File: src/rtl/umi_regif_arb_pkg.sv
// Shared types and constants for the register-bus arbiter.
package umi_regif_arb_pkg;

  typedef enum logic [1:0] {
    IDLE   = 2'd0,
    ACCESS = 2'd1,
    DONE   = 2'd2
  } arb_state_e;

  localparam logic [1:0] ERR_OK      = 2'b00;
  localparam logic [1:0] ERR_TIMEOUT = 2'b10;

  // Modulo-n increment of a requester index.
  function automatic int wrap_inc(input int v, input int n);
    return (v + 1 >= n) ? 0 : v + 1;
  endfunction

endpackage

File: src/rtl/umi_rr_pick.sv
// Combinational round-robin picker: first set request at or after ptr, wrapping.
module umi_rr_pick #(
  parameter int N  = 2,
  parameter int IW = (N > 1) ? $clog2(N) : 1
) (
  input  logic [N-1:0]  req,
  input  logic [IW-1:0] ptr,
  output logic [N-1:0]  gnt,
  output logic [IW-1:0] idx
);

  logic [IW-1:0] cand;

  // Walk from farthest to nearest so the candidate closest to ptr wins.
  always_comb begin
    gnt  = '0;
    idx  = '0;
    cand = '0;
    for (int k = N - 1; k >= 0; k--) begin
      cand = IW'((int'(ptr) + k) % N);
      if (req[cand]) begin
        gnt       = '0;
        gnt[cand] = 1'b1;
        idx       = cand;
      end
    end
  end

endmodule

File: src/rtl/umi_regif_arbiter.sv
// Round-robin arbiter sharing one register-bus port among N requesters,
// with a ready timeout and registered completion back to the granted requester.
//
//   state  | meaning
//   IDLE   | waiting for any req_valid; winner latched on exit
//   ACCESS | strobe + latched fields on reg_*, waiting for reg_ready or timeout
//   DONE   | req_done pulse with response, round-robin pointer advanced
module umi_regif_arbiter
  import umi_regif_arb_pkg::*;
#(
  parameter int N       = 2,
  parameter int AW      = 64,
  parameter int RW      = 32,
  parameter int TIMEOUT = 255
) (
  input  logic            clk,
  input  logic            reset,
  input  logic [N-1:0]    req_valid,
  input  logic [N-1:0]    req_write,
  input  logic [N*AW-1:0] req_addr,
  input  logic [N*RW-1:0] req_wrdata,
  input  logic [2*N-1:0]  req_prot,
  output logic [N-1:0]    req_done,
  output logic [RW-1:0]   resp_rddata,
  output logic [1:0]      resp_err,
  output logic            reg_write,
  output logic            reg_read,
  output logic [AW-1:0]   reg_addr,
  output logic [RW-1:0]   reg_wrdata,
  output logic [1:0]      reg_prot,
  input  logic            reg_ready,
  input  logic [RW-1:0]   reg_rddata,
  input  logic [1:0]      reg_err,
  output logic            busy
);

  localparam int IW = (N > 1) ? $clog2(N) : 1;
  localparam int CW = $clog2(TIMEOUT + 1);

  arb_state_e    state_q, state_d;
  logic [IW-1:0] g_q, g_d;
  logic [N-1:0]  gnt_q, gnt_d;
  logic [IW-1:0] rr_ptr_q, rr_ptr_d;
  logic [CW-1:0] cnt_q, cnt_d;
  logic          reg_write_q, reg_write_d;
  logic          reg_read_q, reg_read_d;
  logic [AW-1:0] reg_addr_q, reg_addr_d;
  logic [RW-1:0] reg_wrdata_q, reg_wrdata_d;
  logic [1:0]    reg_prot_q, reg_prot_d;
  logic [N-1:0]  req_done_q, req_done_d;
  logic [RW-1:0] resp_rddata_q, resp_rddata_d;
  logic [1:0]    resp_err_q, resp_err_d;
  logic          busy_q, busy_d;

  logic [N-1:0]  pick_gnt;
  logic [IW-1:0] pick_idx;
  int            sel;

  umi_rr_pick #(.N(N), .IW(IW)) u_pick (
    .req (req_valid),
    .ptr (rr_ptr_q),
    .gnt (pick_gnt),
    .idx (pick_idx)
  );

  always_comb begin
    state_d       = state_q;
    g_d           = g_q;
    gnt_d         = gnt_q;
    rr_ptr_d      = rr_ptr_q;
    cnt_d         = cnt_q;
    reg_write_d   = reg_write_q;
    reg_read_d    = reg_read_q;
    reg_addr_d    = reg_addr_q;
    reg_wrdata_d  = reg_wrdata_q;
    reg_prot_d    = reg_prot_q;
    req_done_d    = '0;
    resp_rddata_d = '0;
    resp_err_d    = ERR_OK;
    sel           = int'(pick_idx);

    unique case (state_q)
      IDLE: begin
        if (|req_valid) begin
          state_d      = ACCESS;
          g_d          = pick_idx;
          gnt_d        = pick_gnt;
          cnt_d        = '0;
          reg_write_d  = req_write[pick_idx];
          reg_read_d   = ~req_write[pick_idx];
          reg_addr_d   = req_addr[sel*AW +: AW];
          reg_wrdata_d = req_wrdata[sel*RW +: RW];
          reg_prot_d   = req_prot[sel*2 +: 2];
        end
      end

      ACCESS: begin
        if (reg_ready) begin
          state_d       = DONE;
          reg_write_d   = 1'b0;
          reg_read_d    = 1'b0;
          req_done_d    = gnt_q;
          resp_rddata_d = reg_write_q ? '0 : reg_rddata;
          resp_err_d    = reg_err;
        end else if (cnt_q == CW'(TIMEOUT - 1)) begin
          // This cycle is the TIMEOUT-th strobe cycle without ready.
          state_d       = DONE;
          reg_write_d   = 1'b0;
          reg_read_d    = 1'b0;
          req_done_d    = gnt_q;
          resp_err_d    = ERR_TIMEOUT;
        end else begin
          cnt_d = cnt_q + CW'(1);
        end
      end

      DONE: begin
        state_d  = IDLE;
        rr_ptr_d = IW'(wrap_inc(int'(g_q), N));
      end

      default: state_d = IDLE;
    endcase

    busy_d = (state_d != IDLE);
  end

  always_ff @(posedge clk or posedge reset) begin
    if (reset) begin
      state_q       <= IDLE;
      g_q           <= '0;
      gnt_q         <= '0;
      rr_ptr_q      <= '0;
      cnt_q         <= '0;
      reg_write_q   <= 1'b0;
      reg_read_q    <= 1'b0;
      reg_addr_q    <= '0;
      reg_wrdata_q  <= '0;
      reg_prot_q    <= '0;
      req_done_q    <= '0;
      resp_rddata_q <= '0;
      resp_err_q    <= ERR_OK;
      busy_q        <= 1'b0;
    end else begin
      state_q       <= state_d;
      g_q           <= g_d;
      gnt_q         <= gnt_d;
      rr_ptr_q      <= rr_ptr_d;
      cnt_q         <= cnt_d;
      reg_write_q   <= reg_write_d;
      reg_read_q    <= reg_read_d;
      reg_addr_q    <= reg_addr_d;
      reg_wrdata_q  <= reg_wrdata_d;
      reg_prot_q    <= reg_prot_d;
      req_done_q    <= req_done_d;
      resp_rddata_q <= resp_rddata_d;
      resp_err_q    <= resp_err_d;
      busy_q        <= busy_d;
    end
  end

  assign req_done    = req_done_q;
  assign resp_rddata = resp_rddata_q;
  assign resp_err    = resp_err_q;
  assign reg_write   = reg_write_q;
  assign reg_read    = reg_read_q;
  assign reg_addr    = reg_addr_q;
  assign reg_wrdata  = reg_wrdata_q;
  assign reg_prot    = reg_prot_q;
  assign busy        = busy_q;

endmodule

File: config.mk
export PLATFORM = sky130hd
export DESIGN_NAME = umi_regif_arbiter
export DESIGN_NICKNAME = d
export VERILOG_FILES = /design/src/rtl/umi_regif_arb_pkg.sv /design/src/rtl/umi_rr_pick.sv /design/src/rtl/umi_regif_arbiter.sv
export SDC_FILE = /design/constraint.sdc
export NUM_CORES = 1
export LEC_CHECK = 0
export BUFFER_PORTS_ARGS = -buffer_cell sky130_fd_sc_hd__buf_4
export CORE_AREA = 2 2 145 147
export DETAILED_ROUTE_END_ITERATION = 12
export DIE_AREA = 0 0 147 149
export PLACE_DENSITY = 0.61
export SYNTH_ARGS = -nofsm -noshare
export SYNTH_HDL_FRONTEND = slang
export SYNTH_HIERARCHICAL = 1
export SYNTH_SLANG_ARGS = --single-unit
File: constraint.sdc
create_clock -name clk -period 5.63 [get_ports clk]
set_clock_uncertainty 0.1 [all_clocks]
set_input_delay 1.126 -clock clk [delete_from_list [all_inputs] [get_ports clk]]
set_output_delay 1.126 -clock clk [all_outputs]
set_load 0.01 [all_outputs]
# Word-level counts from Yosys, hierarchy flattened
# Cells that the tools add are included.
# Widths: inputs -> output; s select.
# classes
eq_ne	7
n_reduce_logical	9
n_lt_le_gt_ge	6
mux	38
addsub	3
n_shift	3
bitwise_logic	1
# op_table
operator	count
$shiftx 128x8->64	1
$mux 32	3
$shiftx 64x7->32	1
$mux 8	3
$mux 2	11
$pmux 8 s2	1
$mux 1	15
$add 8x1->8 const B	1
$eq 8x8->1 const B	1
$lt 1x2->1 const B	3
$ne 2x2->1 const B	3
$pmux 1 s2	2
$pmux 2 s2	1
$reduce_and 4->1	1
$reduce_bool 2->1	2
$shiftx 4x3->2	1
$ne 3x3->1 const B	1
$reduce_and 3->1	1
$add 1x1->2 const B	1
$demux 1 s1	2
$eq 2x1->1 const B	1
$eq 2x2->1 const B	1
$ge 1x1->1 const B	2
$ge 2x2->1 const B	1
6 further kinds	7
# totals
register_bits	151
output_inout_bits	137

# Longest topological paths before layout
# depth
depth_word	10
depth_mapped	8
mapped_depth_nobuf	6

# Hierarchy
# The synthesis kept the hierarchy.
# by_module_without_submodules
module	seq_area_each_um2	cells_each	area_per_inst_um2	n_inst
umi_regif_arbiter	3778.6	580	6381.1	1
umi_rr_pick	0.0	4	26.3	1

# Least setup slack after synthesis
# OpenSTA, ideal clock, no wires.
# synth_timing
kind	input -> register
from	input port req_valid[1]
to	register reg_wrdata_q[3] (netlist: reg_wrdata[3])
setup_slack_ns	3.166
path_stages	5
setup_time_ns	0.135
required_ns	5.395
arrival_ns	2.229
cell_sequence	a21boi_1 > buf_2 > buf_1 > mux2i_1 > o21ai_0
# synth_between
elab_chain_len	5
word_cells_on_any_way	9
cone_classes	shift: 1; mux: 6; reduce/logical: 2
# synth_rtl
item	line_no	source
from (decl)	umi_regif_arbiter.sv:18	input logic [N-1:0] req_valid,
$mux 1 (implied by the code) (2 in series)	umi_rr_pick.sv:21	if (req[cand]) begin
$mux 1 (2 in series)	umi_rr_pick.sv:21	
$shiftx 64x7->32	umi_regif_arbiter.sv:92	reg_wrdata_d = req_wrdata[sel*RW +: RW];
to (signal assigned)	umi_regif_arbiter.sv:153	reg_wrdata_q <= reg_wrdata_d;
to (decl)	umi_regif_arbiter.sv:48	logic [RW-1:0] reg_wrdata_q, reg_wrdata_d;
# Several ways; a longest one is shown, not always the timed one. The select of a mux whose other input is x is not followed.
# A chain may end at the register's enable or synchronous reset.

# Worst setup path in the final report
# layout_timing
from	input port req_valid[0]
to	register reg_addr_q[21] (netlist: reg_addr[21])
# layout_between
elab_chain_len	5
word_cells_on_any_way	9
cone_classes	shift: 1; mux: 6; reduce/logical: 2
# layout_rtl
item	line_no	source
$mux 1 (implied by the code) (2 in series)	umi_rr_pick.sv:21	
$mux 1	umi_rr_pick.sv:21	
$mux 1 *	umi_rr_pick.sv:21	
named net pick_idx	umi_regif_arbiter.sv:56	logic [IW-1:0] pick_idx;
$shiftx 128x8->64 *	umi_regif_arbiter.sv:91	reg_addr_d = req_addr[sel*AW +: AW];
to (signal assigned)	umi_regif_arbiter.sv:152	reg_addr_q <= reg_addr_d;
to (decl)	umi_regif_arbiter.sv:47	logic [AW-1:0] reg_addr_q, reg_addr_d;
# Mark *: on every way through the listed nets, which the timed path passes. The rest lies on a longest branch. The select of a mux whose other input is x is not followed.

==> results <==
- In this run the core area contains 53 standard-cell rows.
- Counting flops and latches in the post-synthesis netlist gives 151.
- In this run the cell area of the synthesized design comes to 0.00641 mm².
- The average cell area after synthesis is 11.0 µm².
- The critical path goes through buf_4, a21boi_4, buf_4, mux2i_1, o21ai_0.
- The post-synthesis cell count is 584.
- TritonCTS built the clock tree.
- The count of nets after finishing is 1183.
- Sequential elements use 59.0% of the synthesized area.
- The area of the placeable core is 0.0206 mm².
- Along the worst path, the maximum fanout reaches 39.
- The clock passes through at most 2 buffers.
- Yosys printed 6 warnings.
- The I/O pin total is 374.
- The total count of max-transition violations in the final report is 0.
- Excluding fillers, the count of instances in the completed layout stands at 1232.
- The fmax is 351 MHz.
- The die covers 0.0219 mm².
- The clock edge transition at the registers on the reported setup and hold paths is 0.07 ns.
- The number of antenna violations at the first check in global routing is 0.
- The die is 147 µm wide.
- In the layout the commonest cells are buf_4 (380), dfrtp_1 (151), nand2_1 (113).
- The run finished with clean final reports.
- The static power due to leakage is 5.16 nW.
- The worst-case register-to-register setup slack is 3.19 ns.
- Dividing the detail-routed via count by the number of cells gives 4.46.
- The insertion delay of the later-clocked pin in the worst-skew pair is 0.41 ns.
- The path class of the tightest hold or removal check is reg -> reg.
- The number of global-route vias before repair is 5356.
- The synthesis-to-layout area growth is 57.3%.
- The kind of start point of the critical path is an input port.
- The multi-input combinational cells in the finished layout cover a total of 0.00245 mm².
- The cell that appears most often on the critical path is buf_4.
- After clock tree synthesis, the flow added hold-fix buffers numbering 0.
- The filler cell count in the final layout is 2063.
- In the final routed layout, each cell accounts on average for 16.0 µm.
- The largest vdd supply drop is 0.191 mV.
- The endpoint type of the worst setup path is a flip-flop.
- The dominant register cell in the synthesized netlist is dfrtp_1.
- For the final routed database, the setup TNS stands at 0 ns.
- The critical path is of the in -> reg type.
- In the post-synthesis netlist, the biggest area contributors are dfrtp_1 (59%), mux2i_1 (15%), o21ai_0 (7.7%).
- The routed layout has 5489 vias.
- The final number of setup-violating endpoints is 0.
- In this run, CTS created clock tree buffers numbering 17.
- The largest single stage delay on the critical path is 0.68 ns.
- Input and output buffers added on the ports amount to 373.
- The routed design has 19700 µm of wire.
- The wire-length estimate of the detail-placed layout is 14800 µm.
- In this run the tightest slew margin relative to its limit is 47.0%.
- The first global-routing pass estimated 29600 µm of wire.
- The leading cell type in the layout, fill and taps excluded is buf_4.
- The cell sitting at the root of the clock tree is a clkbuf_16.
- The global-route usage over all layers is 17.4%.
- In this run, post-CTS repair resized a total of 0 instances.
- The total power per unit cell area is 468 mW/mm².
- The count of flip-flops with a built-in enable after synthesis is 0.
- Routability-driven placement finished with a final weighted congestion of 0.754.
- After detailed routing, the number of remaining DRC violations is 0.
- The least setup slack across all paths after layout is 2.78 ns.
- The first routing iteration left 192 violations.
- The synthesized design spends more area on one cell type than any other, namely dfrtp_1.
- The master of the slowest instance on the critical path is buf_4.
- The total setup buffers inserted after CTS is 0.
- Data arrives at the worst endpoint at 3.01 ns.
- The share of post-route cells with drive strength above 1 is 43.8%.
- The number of max-cap violations is 0.
- The netlist uses 37 different library cells.
- The number of hold violations in the final report was 0.
- Summing all flip-flop and latch instances after layout gives 0.00378 mm².
- The worst setup timing slack at the placement stage is 2.36 ns.
- The height of the die is 149 µm.
- The worst endpoint required time is 5.79 ns.
- The largest net degree at the start of global routing is 88.
- The final design utilization is 49.0%.
- 0 antenna diodes ended up in the layout.
- Once the floorplan was initialized, standard cells occupied 31.2% of the core.
- The slew at the pin closest to its max-slew limit is 0.793 ns.
- The portion of the clock cycle consumed by the worst path in the final layout is 50.6%.
- The clock tree synthesis step divided the H-tree into 4 levels.
- Setup repair after global routing left no endpoint under its margin.
- Counting flops with an async set or reset pin after synthesis yields a share of 100%.
- After global routing the overflow that remains totals 0.
- The number of placed instances, taps included, is 1200.
- CTS saw 151 sinks.
- In this run the remaining antenna-violating nets after routing total 0.
- The time the worst path needs with I/O delays and setup is 2.85 ns.
- The fraction of post-synthesis cell area in the top cell type by area is 59.0%.
- The synthesized net count is 823.
- Before antenna repair, the detailed router went through 4 iterations.
-- critical path, delay by kind of cell --
family	cells	cell delay [ns]
buf+inv	2	0.82
compound gates	2	0.74
mux	1	0.28
-- where the power goes --
group	internal, mW	switching [mW]
clock network	0.696	0.465
registers	1.51	0.227
logic	0.870	0.947
-- layout make-up --
type	count	share of cell area [%]
Inverter	5	0.236
Clock buffer	21	4.67
Tap cell	275	3.41
Multi-Input combinational cell	388	24.3
Clock inverter	11	1.35
Sequential cell	151	37.5
Timing Repair Buffer	381	28.5
-- routing by layer --
| layer | part of all wire, % | track usage (%) | vias up |
|---|---|---|---|
| li1 | - | - | 2714 |
| met5 | 0 | 0 | - |
| met2 | 50 | 30.3 | 236 |
| met1 | 39 | 20.2 | 2527 |
| met4 | 1.1 | 4.66 | 0 |
| met3 | 9.7 | 6.76 | 12 |
-- final timing paths --
check	startpoint	end	cells past startpoint
worst max-delay path	req_valid[0]	reg_addr[21]	5
worst min-delay path	g_q	rr_ptr_q	1
worst max register to register	rr_ptr_q	reg_addr[21]	5
worst min register to register	g_q	rr_ptr_q	1
max in group asynchronous	reset	reg_prot[0]	3
min in group asynchronous	reset	resp_rddata[8]	2
-- cell families after synthesis --
kind of cell	synth area share, %
AOI/OAI and AO/OA	10.0
xor gates and xnor gates	0.137
DFF	59.0
adders and majority gates	0.390
muxes	15.7
and+or+nand+nor	11.6
buffers and inverters	3.18
-- synth_stat cells, drive strengths merged (3+ instances only) --
library cell  instances
inv                   5
o21ai               104
nand3                 6
mux2i                98
clkbuf               14
o31ai                 4
buf                  26
o211ai                3
nand2               113
and2                 34
dfrtp               151
-- flip-flops by register name, indices dropped and copies added (netlist names) --
register and cells:
req_done 2, busy 1, resp_err 2, state_q 2
rr_ptr_q 1, cnt_q 8, gnt_q 2, reg_wrdata 32
reg_addr 64, reg_prot 2, g_q 1, reg_write 1
reg_read 1, resp_rddata 32
-- metrics by stage --
stage                     hold WS, ns  total power [mW]  area [µm²]
after detailed placement        0.356              3.61        9470
after CTS                       0.368              4.79       10100
after floorplan                 0.322              2.62        6410
after global routing            0.385              5.04       10100
final                           0.368              4.71       10100
after global placement          0.351              3.58        9470
No activity file was read; power rests on OpenSTA's default activity.
